## config.mk

```make
export PLATFORM = sky130hd
export DESIGN_NAME = riscv_inst_encoder
export DESIGN_NICKNAME = d
export VERILOG_FILES = /design/src/rtl/riscv_inst_encoder.sv
export SDC_FILE = /design/constraint.sdc
export NUM_CORES = 1
export LEC_CHECK = 0
export ABC_AREA = 0
export BUFFER_PORTS_ARGS = -buffer_cell sky130_fd_sc_hd__buf_4
export CORE_UTILIZATION = 43
export CTS_BUF_LIST = sky130_fd_sc_hd__clkbuf_4 sky130_fd_sc_hd__clkbuf_8
export DETAILED_ROUTE_END_ITERATION = 8
export PLACE_DENSITY = 0.72
export SLEW_MARGIN = 20
export SYNTH_ARGS = -nofsm -noshare
export SYNTH_HDL_FRONTEND = slang
export SYNTH_SLANG_ARGS = --single-unit
```

## constraint.sdc

```tcl
create_clock -name clk -period 2.9 [get_ports clk]
set_clock_uncertainty 0.2 [all_clocks]
set_input_delay 0.29 -clock clk [delete_from_list [all_inputs] [get_ports clk]]
set_output_delay 0.29 -clock clk [all_outputs]
set_load 0.02 [all_outputs]
```

## src/rtl/riscv_inst_encoder.sv

```systemverilog
// RV32I instruction encoder: packs decoded fields and a signed immediate into an
// instruction word, flags unrepresentable immediates, and buffers results in a 2-entry queue.
module riscv_inst_encoder #(
  parameter int CNT_W        = 16,
  parameter bit ERR_ZERO_IMM = 1'b1
) (
  input  logic             clk,
  input  logic             rst_n,
  input  logic             in_valid,
  output logic             in_ready,
  input  logic [6:0]       opcode,
  input  logic [4:0]       rd,
  input  logic [2:0]       funct3,
  input  logic [4:0]       rs1,
  input  logic [4:0]       rs2,
  input  logic [6:0]       funct7,
  input  logic [31:0]      imm,
  output logic             out_valid,
  input  logic             out_ready,
  output logic [31:0]      out_inst,
  output logic             out_err,
  output logic [CNT_W-1:0] inst_count,
  output logic [CNT_W-1:0] err_count
);

  typedef enum logic [1:0] {EMPTY = 2'd0, ONE = 2'd1, FULL = 2'd2} state_e;
  typedef enum logic [2:0] {FMT_R, FMT_I, FMT_S, FMT_B, FMT_U, FMT_J} fmt_e;

  localparam logic [CNT_W-1:0] CNT_MAX = '1;

  state_e      state_q, state_d;
  fmt_e        fmt;
  logic        enc_err;
  logic [31:0] imm_eff;
  logic [31:0] enc_inst;
  logic [32:0] head_q, head_d, tail_q, tail_d;
  logic [CNT_W-1:0] inst_count_q, inst_count_d, err_count_q, err_count_d;
  logic        push, pop;

  always_comb begin
    fmt = FMT_R;
    case (opcode)
      7'd103, 7'd3, 7'd19, 7'd115, 7'd15: fmt = FMT_I;
      7'd35:                              fmt = FMT_S;
      7'd99:                              fmt = FMT_B;
      7'd55, 7'd23:                       fmt = FMT_U;
      7'd111:                             fmt = FMT_J;
      default:                            fmt = FMT_R;
    endcase
  end

  // A field is representable when every bit above its top bit matches the sign bit.
  always_comb begin
    enc_err = 1'b0;
    case (fmt)
      FMT_I, FMT_S: enc_err = !((&imm[31:11]) || !(|imm[31:11]));
      FMT_B:        enc_err = !((&imm[31:12]) || !(|imm[31:12])) || imm[0];
      FMT_U:        enc_err = |imm[11:0];
      FMT_J:        enc_err = !((&imm[31:20]) || !(|imm[31:20])) || imm[0];
      default:      enc_err = 1'b0;
    endcase
  end

  assign imm_eff = (ERR_ZERO_IMM && enc_err) ? 32'd0 : imm;

  always_comb begin
    enc_inst = {funct7, rs2, rs1, funct3, rd, opcode};
    case (fmt)
      FMT_I: enc_inst = {imm_eff[11:0], rs1, funct3, rd, opcode};
      FMT_S: enc_inst = {imm_eff[11:5], rs2, rs1, funct3, imm_eff[4:0], opcode};
      FMT_B: enc_inst = {imm_eff[12], imm_eff[10:5], rs2, rs1, funct3,
                         imm_eff[4:1], imm_eff[11], opcode};
      FMT_U: enc_inst = {imm_eff[31:12], rd, opcode};
      FMT_J: enc_inst = {imm_eff[20], imm_eff[10:1], imm_eff[11], imm_eff[19:12],
                         rd, opcode};
      default: enc_inst = {funct7, rs2, rs1, funct3, rd, opcode};
    endcase
  end

  assign push = in_valid & in_ready;
  assign pop  = out_valid & out_ready;

  always_ff @(posedge clk or negedge rst_n) begin
    if (!rst_n) state_q <= EMPTY;
    else        state_q <= state_d;
  end

  always_comb begin
    state_d = state_q;
    case (state_q)
      EMPTY:   if (push) state_d = ONE;
      ONE: begin
        if (push && !pop)      state_d = FULL;
        else if (!push && pop) state_d = EMPTY;
      end
      FULL:    if (pop) state_d = ONE;
      default: state_d = EMPTY;
    endcase
  end

  always_comb begin
    in_ready  = (state_q != FULL);
    out_valid = (state_q != EMPTY);
  end

  // Entry payload is {err, inst}; head is what the consumer sees.
  always_comb begin
    head_d = head_q;
    tail_d = tail_q;
    case (state_q)
      EMPTY: if (push) head_d = {enc_err, enc_inst};
      ONE: begin
        if (push && pop) head_d = {enc_err, enc_inst};
        else if (push)   tail_d = {enc_err, enc_inst};
      end
      FULL:    if (pop) head_d = tail_q;
      default: ;
    endcase
  end

  always_ff @(posedge clk or negedge rst_n) begin
    if (!rst_n) begin
      head_q <= '0;
      tail_q <= '0;
    end else begin
      head_q <= head_d;
      tail_q <= tail_d;
    end
  end

  always_comb begin
    inst_count_d = inst_count_q;
    err_count_d  = err_count_q;
    if (push && inst_count_q != CNT_MAX)           inst_count_d = inst_count_q + 1'b1;
    if (push && enc_err && err_count_q != CNT_MAX) err_count_d  = err_count_q + 1'b1;
  end

  always_ff @(posedge clk or negedge rst_n) begin
    if (!rst_n) begin
      inst_count_q <= '0;
      err_count_q  <= '0;
    end else begin
      inst_count_q <= inst_count_d;
      err_count_q  <= err_count_d;
    end
  end

  assign out_inst   = head_q[31:0];
  assign out_err    = head_q[32];
  assign inst_count = inst_count_q;
  assign err_count  = err_count_q;

endmodule

```

**Word level (Yosys, flattened, before mapping)**

Cells that the tools add are included.

- Eq/ne operators: 24
- $mul: 0
- Add/subtract/negate cells: 2
- Div/mod/pow operators: 0
- Bitwise operators: 3
- Multiplexer cells: 13
- Reductions and logical operators: 35
- Magnitude comparators: 0
- Shift-type cells: 0

Operators with widths:

| operator | count |
|---|---|
| one-hot mux 32 bit (5 select lines) | 1 |
| 2-to-1 mux 33 bit | 3 |
| one-hot mux 33 bit (3 select lines) | 1 |
| adder 16 x 1 -> 16 bit, second input constant | 2 |
| 2-to-1 mux 32 bit | 1 |
| inequality test 16 bit, second input constant | 2 |
| equality test 7 bit, second input constant | 4 |
| OR reduction 12 bit | 2 |
| AND reduction 21 bit | 1 |
| OR reduction 21 bit | 1 |
| AND reduction 20 bit | 1 |
| OR reduction 20 bit | 1 |
| one-hot mux 3 bit (5 select lines) | 1 |
| equality test 7 x 5 -> 1 bit, second input constant | 2 |
| equality test 7 x 6 -> 1 bit, second input constant | 2 |
| AND reduction 12 bit | 1 |
| zero test 1 bit | 8 |
| 2-to-1 mux 2 bit | 4 |
| inequality test 2 bit, second input constant | 4 |
| equality test 7 x 2 -> 1 bit, second input constant | 1 |
| equality test 7 x 4 -> 1 bit, second input constant | 1 |
| equality test 3 x 2 -> 1 bit, second input constant | 2 |
| equality test 3 bit, second input constant | 2 |
| logical AND 1 bit | 6 |
| other kinds (16) | 23 |

- Memories kept: 0
- Input port bits: 68
- Word-level logic and storage cells: 82
- ROM bits: 0
- RAM bits: 0
- Flip-flop bits (word level): 100
- Latch bits: 0

**Logic depth before layout (Yosys ltp)**

Gate-level depths: netlist (run 1).

- Depth in word-level cells: 10
- Mapped depth: 13
- Gate-level depth less buffers: 11

**Least setup slack after synthesis (run 1)**

Ideal clock, no wire load.

- Kind: flip-flop to flip-flop
- Start point: register state_q[1]
- End point: register head_q[20]
- Buffers on the path: 2
- Period minus slack after synthesis: 2.523 ns
- Setup time: 0.128 ns
- Data arrival time: 2.195 ns
- Path slack: 0.377 ns
- Stages on the path, launching flop included: 14
- Data required time: 2.572 ns
- Path through: dfrtp_1 clkbuf_1 nor2b_1 inv_2 nand2_1 inv_1 ha_1 nand2_1 a21o_1 nand2_1 clkbuf_1 nand2_1 a31oi_1 o22ai_1

- Word-level cells in the longest chain between the ends: 5
- Elaborated cells on any way between the ends: 14

Ends and longest elaborated chain:

| what | RTL line | text |
|---|---|---|
| start: declaration | 31 | `state_e state_q, state_d;` |
| start signal: assignment | 85 | `else state_q <= state_d;` |
| inequality test 2 bit / nonzero test 2 bit (equally long branches) | 102, 103 |  |
| bitwise AND 1 bit, on equally long branches | 80, 81 |  |
| logical AND 1 bit | 113 | `if (push && pop) head_d = {enc_err, enc_inst};` |
| inequality test 2 bit (no line) | - |  |
| AND reduction 4 bit (no line) | - |  |
| end signal: assignment | 123 | `head_q <= '0;` |
| end signal: assignment | 126 | `head_q <= head_d;` |
| end: declaration | 36 | `logic [32:0] head_q, head_d, tail_q, tail_d;` |

Several ways; a longest one is shown, not always the timed one.
A chain may end at the register's enable or synchronous reset.

**Worst setup path after layout (run 1)**

- Start point: input opcode[1]
- End point: register head_q[15]

- Word-level cells in the longest chain between the ends: 10
- Elaborated cells on any way between the ends: 25

Ends and longest elaborated chain:

| what | RTL line | text |
|---|---|---|
| start: declaration | 11 | `input logic [6:0] opcode,` |
| equality test 7 bit (tied with other cells) | 42 | `case (opcode)` |
| OR reduction 5 bit / OR reduction 2 bit (equally long branches) | 42 |  |
| one-hot mux 3 bit (5 select lines) * | 42 |  |
| equality test 3 x 2 -> 1 bit / equality test 3 x 1 -> 1 bit (equally long branches) | 55, 68 |  |
| OR reduction 2 bit | 55 | `case (fmt)` |
| one-hot mux 1 bit (4 select lines) | 55 |  |
| 2-to-1 mux 32 bit | 64 | `assign imm_eff = (ERR_ZERO_IMM && enc_err) ? 32'd0 : imm;` |
| one-hot mux 32 bit (5 select lines) * | 68 | `case (fmt)` |
| 2-to-1 mux 33 bit, on equally long branches | 113, 111 |  |
| one-hot mux 33 bit (3 select lines) * | 110 | `case (state_q)` |

Every way passes the cells marked *; elsewhere a longest branch is shown, timed or not. The select of a mux whose other input is x is not followed.

==> summary.md, run 1 <==
| Metric | Value |
|---|---|
| Filler cell count | `1084` |
| FP Rows | `40` |
| Pwr Total | `5.708 mW` |
| Worst r2r dst | `head_q[7]` |
| Starting Density | `44.18%` |
| GRT overflow | `0` |
| Initial antenna violation count | `0` |
| Reg area | `about 2500 sq um` |
| Avg Synthesized Cell Area | `8.979 sq um` |
| Most frequent cells in the layout | `buf_4 (149), dfrtp_1 (100), nand2_1 (98)` |
| Footprint of the multi-input gates | `around 2600 sq um` |
| H-Tree Depth | `3` |
| Max incr delay on CP | `between 0.5 and 0.6 ns` |
| Wire per inst | `roughly 17 um` |
| Slew Limit Fails | `0` |
| Fin cells | `877` |
| Clk sinks | `100` |
| Ys async rst share | `100.0%` |
| CTS Buf Count | `9` |
| Bufs on Longest Clock Path | `2` |
| Met1 usage | `about 32%` |
| WP buf/inv | `3` |
| HP Class | `in -> reg` |
| Worst path slowest cell | `dlygate4sd3_1` |
| Met3 Use GR | `under 10%` |
| Max Cap Viol | `0` |
| Final Hold Fails | `0` |
| Vias in the first global route | `between 4000 and 5000` |
| Critical Path End Type | `flop` |
| CP most frequent cell | `buf_4` |
| Detailed-route via count | `4997` |
| Synthesis Warnings | `0` |
| Met2 usage | `37.46%` |
| Global route hottest layer | `met2` |
| Arrival @ worst endpoint | `2.80 ns` |
| Post-DP HPWL | `10400 um` |
| Layout Area Growth over Synthesis | `27.92%` |
| RSZ-0062 raised after global routing | `false` |
| Dominant synthesized flop cell | `dfrtp_1` |
| Rel. slew slack | `between 40% and 50%` |
| Die area | `between 10000 and 15000 sq um` |
| Critical Path Start Type | `input port` |
| Antenna-violating nets left | `0` |
| Share of layout cells above drive strength 1 | `a little over a quarter` |
| Power per cell area | `roughly 840 nW/um^2` |
| Initial DRT Pass Iterations | `6` |
| Worst Setup SP | `opcode[1]` |
| #FFs+latches synth | `100` |
| Worst setup margin | `0.1713 ns` |
| Worst-path clk slew | `~0.090 ns` |
| CORE AREA | `approximately 12000 sq um` |
| Pre-CTS setup slack | `around 0.05 ns` |
| Die Ht | `about 110 um` |
| I/O Pins | `roughly 140` |
| CTS tree | `built` |
| Most common cell after layout, fill and taps aside | `buf_4` |
| Critical Path End | `head_q[15]` |
| Netlist Area Pre-Place | `5306 sq um` |
| Tcrit/Tclk final | `between 90% and 100%` |
| CTS root buf | `clkbuf_8` |
| Die width | `about 110 um` |
| Top cells by area, synth | `dfrtp_1 (47%), nand2_1 (7.0%), nor2_1 (5.6%)` |
| Final TNS setup | `0 ns` |
| Worst R2R Start | `state_q[0]` |
| Worst path required time | `2.97 ns` |
| Setup violations, final | `0` |
| Cell taking the most area after synthesis | `dfrtp_1` |
| Top-area cell type share of the netlist area | `between 40% and 50%` |
| Placed insts | `roughly 850` |
| Largest net degree at the start of global routing | `61` |
| ANT cells | `0` |
| Worst VDD drop | `about 0.39 mV` |
| Reg2reg setup slack | `approximately 0.28 ns` |
| CP top delay family | `compound AO/OA/AOI/OAI gates` |
| Critical path class | `in -> reg` |
| Iter 0 DRT Violations | `440` |
| Final Critical Period | `between 2 and 3 ns` |
| Nets | `approximately 800` |
| Clock latency on the worst-skew pair | `about 0.38 ns` |
| Reg2Reg Depth | `11` |
| Final wirelength | `~15000 um` |
| Pleak | `between 3 and 4 nW` |
| Post-CTS Setup Inserts | `0` |
| Vias/cell | `roughly 5.7` |
| Crit. path cell count | `10` |
| Residual DRC | `0` |
| EDFF count, synth | `0` |
| Cells along the critical path | `dlygate4sd3_1, buf_4, and2_2, nand2_1, nor2_2, a22oi_1, o221a_4, buf_4, a31oi_1, a221oi_1` |
| Status | `finished, final reports clean` |
| I/O Buffers | `around 130` |
| Max Freq | `approximately 370 MHz` |
| Hold WS | `~0.014 ns` |
| Syn nets | `664` |
| Placer Congestion | `approximately 0.86` |
| First-pass GRT wire length | `about 24000 um` |
| Worst Path Max Fanout | `12` |
| Seq/Total Area, Yosys | `47.16%` |
| GRT Resource Usage Total | `a little under a quarter` |
| Synth Instances | `591` |
| Worst-Margin Slew | `0.8811 ns` |
| Netlist cell types | `59` |
[what timing repair did]
action                                  4_1_cts  5_1_grt
gates resized for setup                       0        1
hold endpoints to repair                     51        0
hold buffers                                  9        0
endpoints found under the setup margin        0        5
[metrics by stage]
stage / utilization, % / area, sq um
6_report: 56.51 / 6788
5_1_grt: 56.51 / 6788
4_1_cts: 56.35 / 6769
3_5_place_dp: 53.65 / 6444
3_3_place_gp: 53.65 / 6444
2_1_floorplan: - / 5306
[cell type report]
| type | instances | area share (%) |
|---|---|---|
| clock buffers | 13 | 2.452 |
| multi-input cells | 451 | 38.64 |
| inverters | 4 | 0.2212 |
| well taps | 147 | 2.710 |
| clock inverters | 3 | 1.014 |
| flip-flops and latches | 100 | 36.87 |
| repair buffers | 159 | 18.10 |
[report_power, final]
group / internal [mW] / switching [mW] / leakage (nW) / total, mW
combinational: 0.981 / 1.40 / 1.81 / 2.38
clock: 0.555 / 0.487 / 0.121 / 1.04
sequential: 1.92 / 0.360 / 1.21 / 2.28
[metal layers]
metal | share of wire (%) | up-vias
li1 | - | 2366
met1 | 45 | 2402
met2 | 47 | 205
met3 | 6.7 | 24
met4 | 2.1 | 0
met5 | 0 | -
[worst min-delay path, stage by stage]
cell and delay (ns):
buf_4 0.09, a21oi_1 0.05, a21oi_1 0.13
[worst min-delay path by stage]
stage,start,end,cells after the start
floorplan,rst_n,err_count[0],0
global placement,rst_n,head_q[26],1
detailed placement,rst_n,head_q[26],1
CTS,rs2[2],head_q[22],3
global route,rs2[0],head_q[20],3
finish,rs2[3],tail_q[23],3
[sequential cells by signal, summed over array words and instances (netlist names)]
signal	count
tail_q	33
head_q	33
state_q	2
err_count	16
inst_count	16
[Yosys cell counts, drive strengths merged (5+ instances only)]
library cell  count
a221oi           12
nor4             11
dfrtp           100
nor2b             5
and3             18
ha                5
o21ai             7
xor2             17
a221o             6
o22ai             7
xnor2            12
clkbuf           22
nor2             80
buf              15
nand4             9
nor3             15
a21oi            30
and2              9
nand2           100
a22o              7
nand3            31
and4              5
a31oi            32
[cells by family (layout without fill, tap and decap cells)]
logic type      Yosys count  count (layout)  synth area share, %
compound gates          114             115                14.83
xor+xnor                 29              29                4.928
fa+ha+maj                 5               5                1.179
buf+inv                  41             179                3.867
flops                   100             100                47.16
mux                       2               2               0.4008
simple gates            300             300                27.64
No activity file was read; power rests on OpenSTA's default activity.
==> run 2, diff against run 1 <==
Settings changed: GPL_TIMING_DRIVEN set to 0.
==> run 2 against run 1 <==
Worst setup slack worse by 0.031 ns. Wire length up 2.9%. Power fell by 2.8%. Fmax decreased by 1.1%. Flip-flop and latch count unchanged. Sequential share of layout area grew 0.22 points. Critical endpoint is now head_q[21].
==> summary.md, run 2 (synthesis gave the netlist of run 1 again) <==
| Metric | Value |
|---|---|
| Worst-path clk slew | `0.10 ns (about the same)` |
| Iter 0 DRT Violations | `500 (+14%)` |
| Most frequent cells in the layout | `buf_4 (133), dfrtp_1 (99), nand2_1 (98)` |
| Max Freq | `362.4 MHz (-1.1%)` |
| Placed insts | `870 (+2.2%)` |
| Pwr Total | `5.550 mW (-2.8%)` |
| Cell-internal power | `3.264 mW (-5.6%)` |
| Worst setup margin | `0.1406 ns (-0.03063 ns)` |
| Initial DRT Pass Iterations | `8 (+2)` |
| Starting Density | `44.18% (unchanged)` |
| Slew Limit Fails | `0 (unchanged)` |
| I/O Pins | `135 (unchanged)` |
| Clock power share | `15.4% (-2.8 points)` |
| Worst path required time | `2.97 ns (about the same)` |
| GRT overflow | `0 (unchanged)` |
| Status | `finished, final reports clean` |
| Post-DP HPWL | `11270 um (+8.3%)` |
| HP Class | `in -> reg` |
| Critical path class | `reg -> reg` |
| Largest registers | `head_q (33), tail_q (33)` |
| Final wirelength | `15310 um (+2.9%)` |
| Power per cell area | `822.3 nW/um^2 (-2.2%)` |
| Fin cells | `891 (+1.6%)` |
| I/O Buffers | `132 (-1.5%)` |
| Pre-CTS setup slack | `-0.4450 ns (-0.4940 ns)` |
| Final Hold Fails | `0 (unchanged)` |
| Share of layout cells above drive strength 1 | `25.81% (-0.63 points)` |
| FP Rows | `40 (unchanged)` |
| Initial antenna violation count | `0 (unchanged)` |
| Die width | `113.1 um (unchanged)` |
| Clk sinks | `100 (unchanged)` |
| Layout Area Growth over Synthesis | `27.21%` |
| Antenna-violating nets left | `0 (unchanged)` |
| ANT cells | `0 (unchanged)` |
| Setup violations, final | `0 (unchanged)` |
| Worst-Margin Slew | `0.9253 ns (+0.04423 ns)` |
| Arrival @ worst endpoint | `2.83 ns (+0.03 ns)` |
| RSZ-0062 raised after global routing | `false` |
| Die area | `12790 sq um (unchanged)` |
| Critical Path Start Type | `flop` |
| Pleak | `3.102 nW (-1.2%)` |
| Die Ht | `113.1 um (unchanged)` |
| Max Cap Viol | `0 (unchanged)` |
| Wire per inst | `17.19 um (+1.3%)` |
| DR WL met2 | `7333 um (+5.6%)` |
| Vias in the first global route | `4812 (-0.083%)` |
| Finished Cell Area | `6750 sq um (-0.55%)` |
| Worst Path Max Fanout | `10 (-2)` |
| Detailed-route via count | `5127 (+2.6%)` |
| CORE AREA | `12010 sq um (unchanged)` |
| First-pass GRT wire length | `24370 um (+1.8%)` |
| Combinational Power Share | `43.4% (+1.7 points)` |
| GRT Resource Usage Total | `24.46% (+0.86 points)` |
| Met3 WL | `1179 um (+18%)` |
| Nets | `812 (+1.8%)` |
| H-Tree Depth | `3 (unchanged)` |
| Residual DRC | `0 (unchanged)` |
| Psw | `2.287 mW (+1.7%)` |
| CTS Buf Count | `9 (unchanged)` |
| Critical Path End Type | `flop` |
| Bufs on Longest Clock Path | `2 (unchanged)` |
| Worst VDD drop | `0.3933 mV (about the same)` |
| Most common cell after layout, fill and taps aside | `buf_4` |
| Placer Congestion | `0.9393 (+9.0%)` |
| Tcrit/Tclk final | `95.15% (+1.1 points)` |
| Clock latency on the worst-skew pair | `0.38 ns (about the same)` |
| Top sig layer | `met4` |
| Final TNS setup | `0 ns (unchanged)` |
| Vias/cell | `5.754 (+0.99%)` |
| Largest net degree at the start of global routing | `101 (+66%)` |
| CTS root buf | `clkbuf_8` |
| Flop pwr share | `41.3% (+1.3 points)` |
| Dpl cell area | `6485 sq um (+0.64%)` |
| Sw Share | `41.20% (+1.8 points)` |
| Met1 wire length | `6429 um (-3.0%)` |
| CTS tree | `built` |
| Final Critical Period | `2.759 ns (+0.03063 ns)` |
| Rel. slew slack | `38.31% (-2.9 points)` |
[run 2: metrics by stage]
step,util [%],hold WS (ns)
floorplan,-,-0.2056
global placement,53.96,0.2500
detailed placement,53.99,0.2556
CTS,56.17,0.002272
global route,56.20,0.009942
finish,56.20,0.02526
[run 2: power by group through the flow]
| stage | Sequential [mW] | Clock, mW | Combinational (mW) |
|---|---|---|---|
| 2_1_floorplan | 2.58 | 0 | 1.10 |
| 3_3_place_gp | 2.27 | 0 | 2.34 |
| 3_5_place_dp | 2.30 | 0 | 2.39 |
| 4_1_cts | 2.29 | 0.868 | 2.41 |
| 5_1_grt | 2.35 | 0.925 | 2.64 |
| 6_report | 2.29 | 0.852 | 2.41 |
[run 2: final timing paths]
path                       slack, ns  cells after the start          to  startpoint
setup / recovery                0.14                     12  head_q[21]  state_q[1]
hold / removal                  0.03                      3  tail_q[23]      rs2[3]
setup reg to reg                0.14                     12  head_q[21]  state_q[1]
hold reg to reg                 0.28                      2  tail_q[25]  tail_q[25]
max in group asynchronous       1.44                      2  state_q[1]       rst_n
min in group asynchronous       0.35                      2  head_q[26]       rst_n
[run 2: what timing repair did]
action | CTS | global route
hold buffers | 6 | 0
resized for setup | 8 | 7
setup endpoints to repair | 52 | 57
hold endpoints to repair | 107 | 0
setup buffers | 0 | 0
[run 2: layer usage]
layer	GRT usage [%]	vias to the layer above
met5	0	-
met4	9.912	0
met3	5.088	29
met2	40.37	222
met1	31.46	2479
li1	-	2397
[run 2: layout make-up]
| cell class | count | area (sq um) |
|---|---|---|
| plain buffers | 36 | 196.4 |
| well taps | 147 | 183.9 |
| repair buffers | 138 | 1055 |
| clock buffers | 11 | 151.4 |
| clock inverters | 5 | 36.28 |
| inverters | 4 | 15.01 |
| flip-flops and latches | 100 | 2504 |
| fillers | 1129 | 5261 |
| multi-input cells | 450 | 2609 |
[run 2: worst max-delay path, stage by stage, from the launching register on]
cell     delay, ns
dfrtp_2       0.46
nor2b_4       0.16
inv_2         0.14
nand2_1       0.19
inv_2         0.17
ha_1          0.17
nand2_1       0.08
a21o_1        0.25
nand2_2       0.21
buf_2         0.27
nand2_1       0.09
a31oi_1       0.16
o22ai_1       0.10
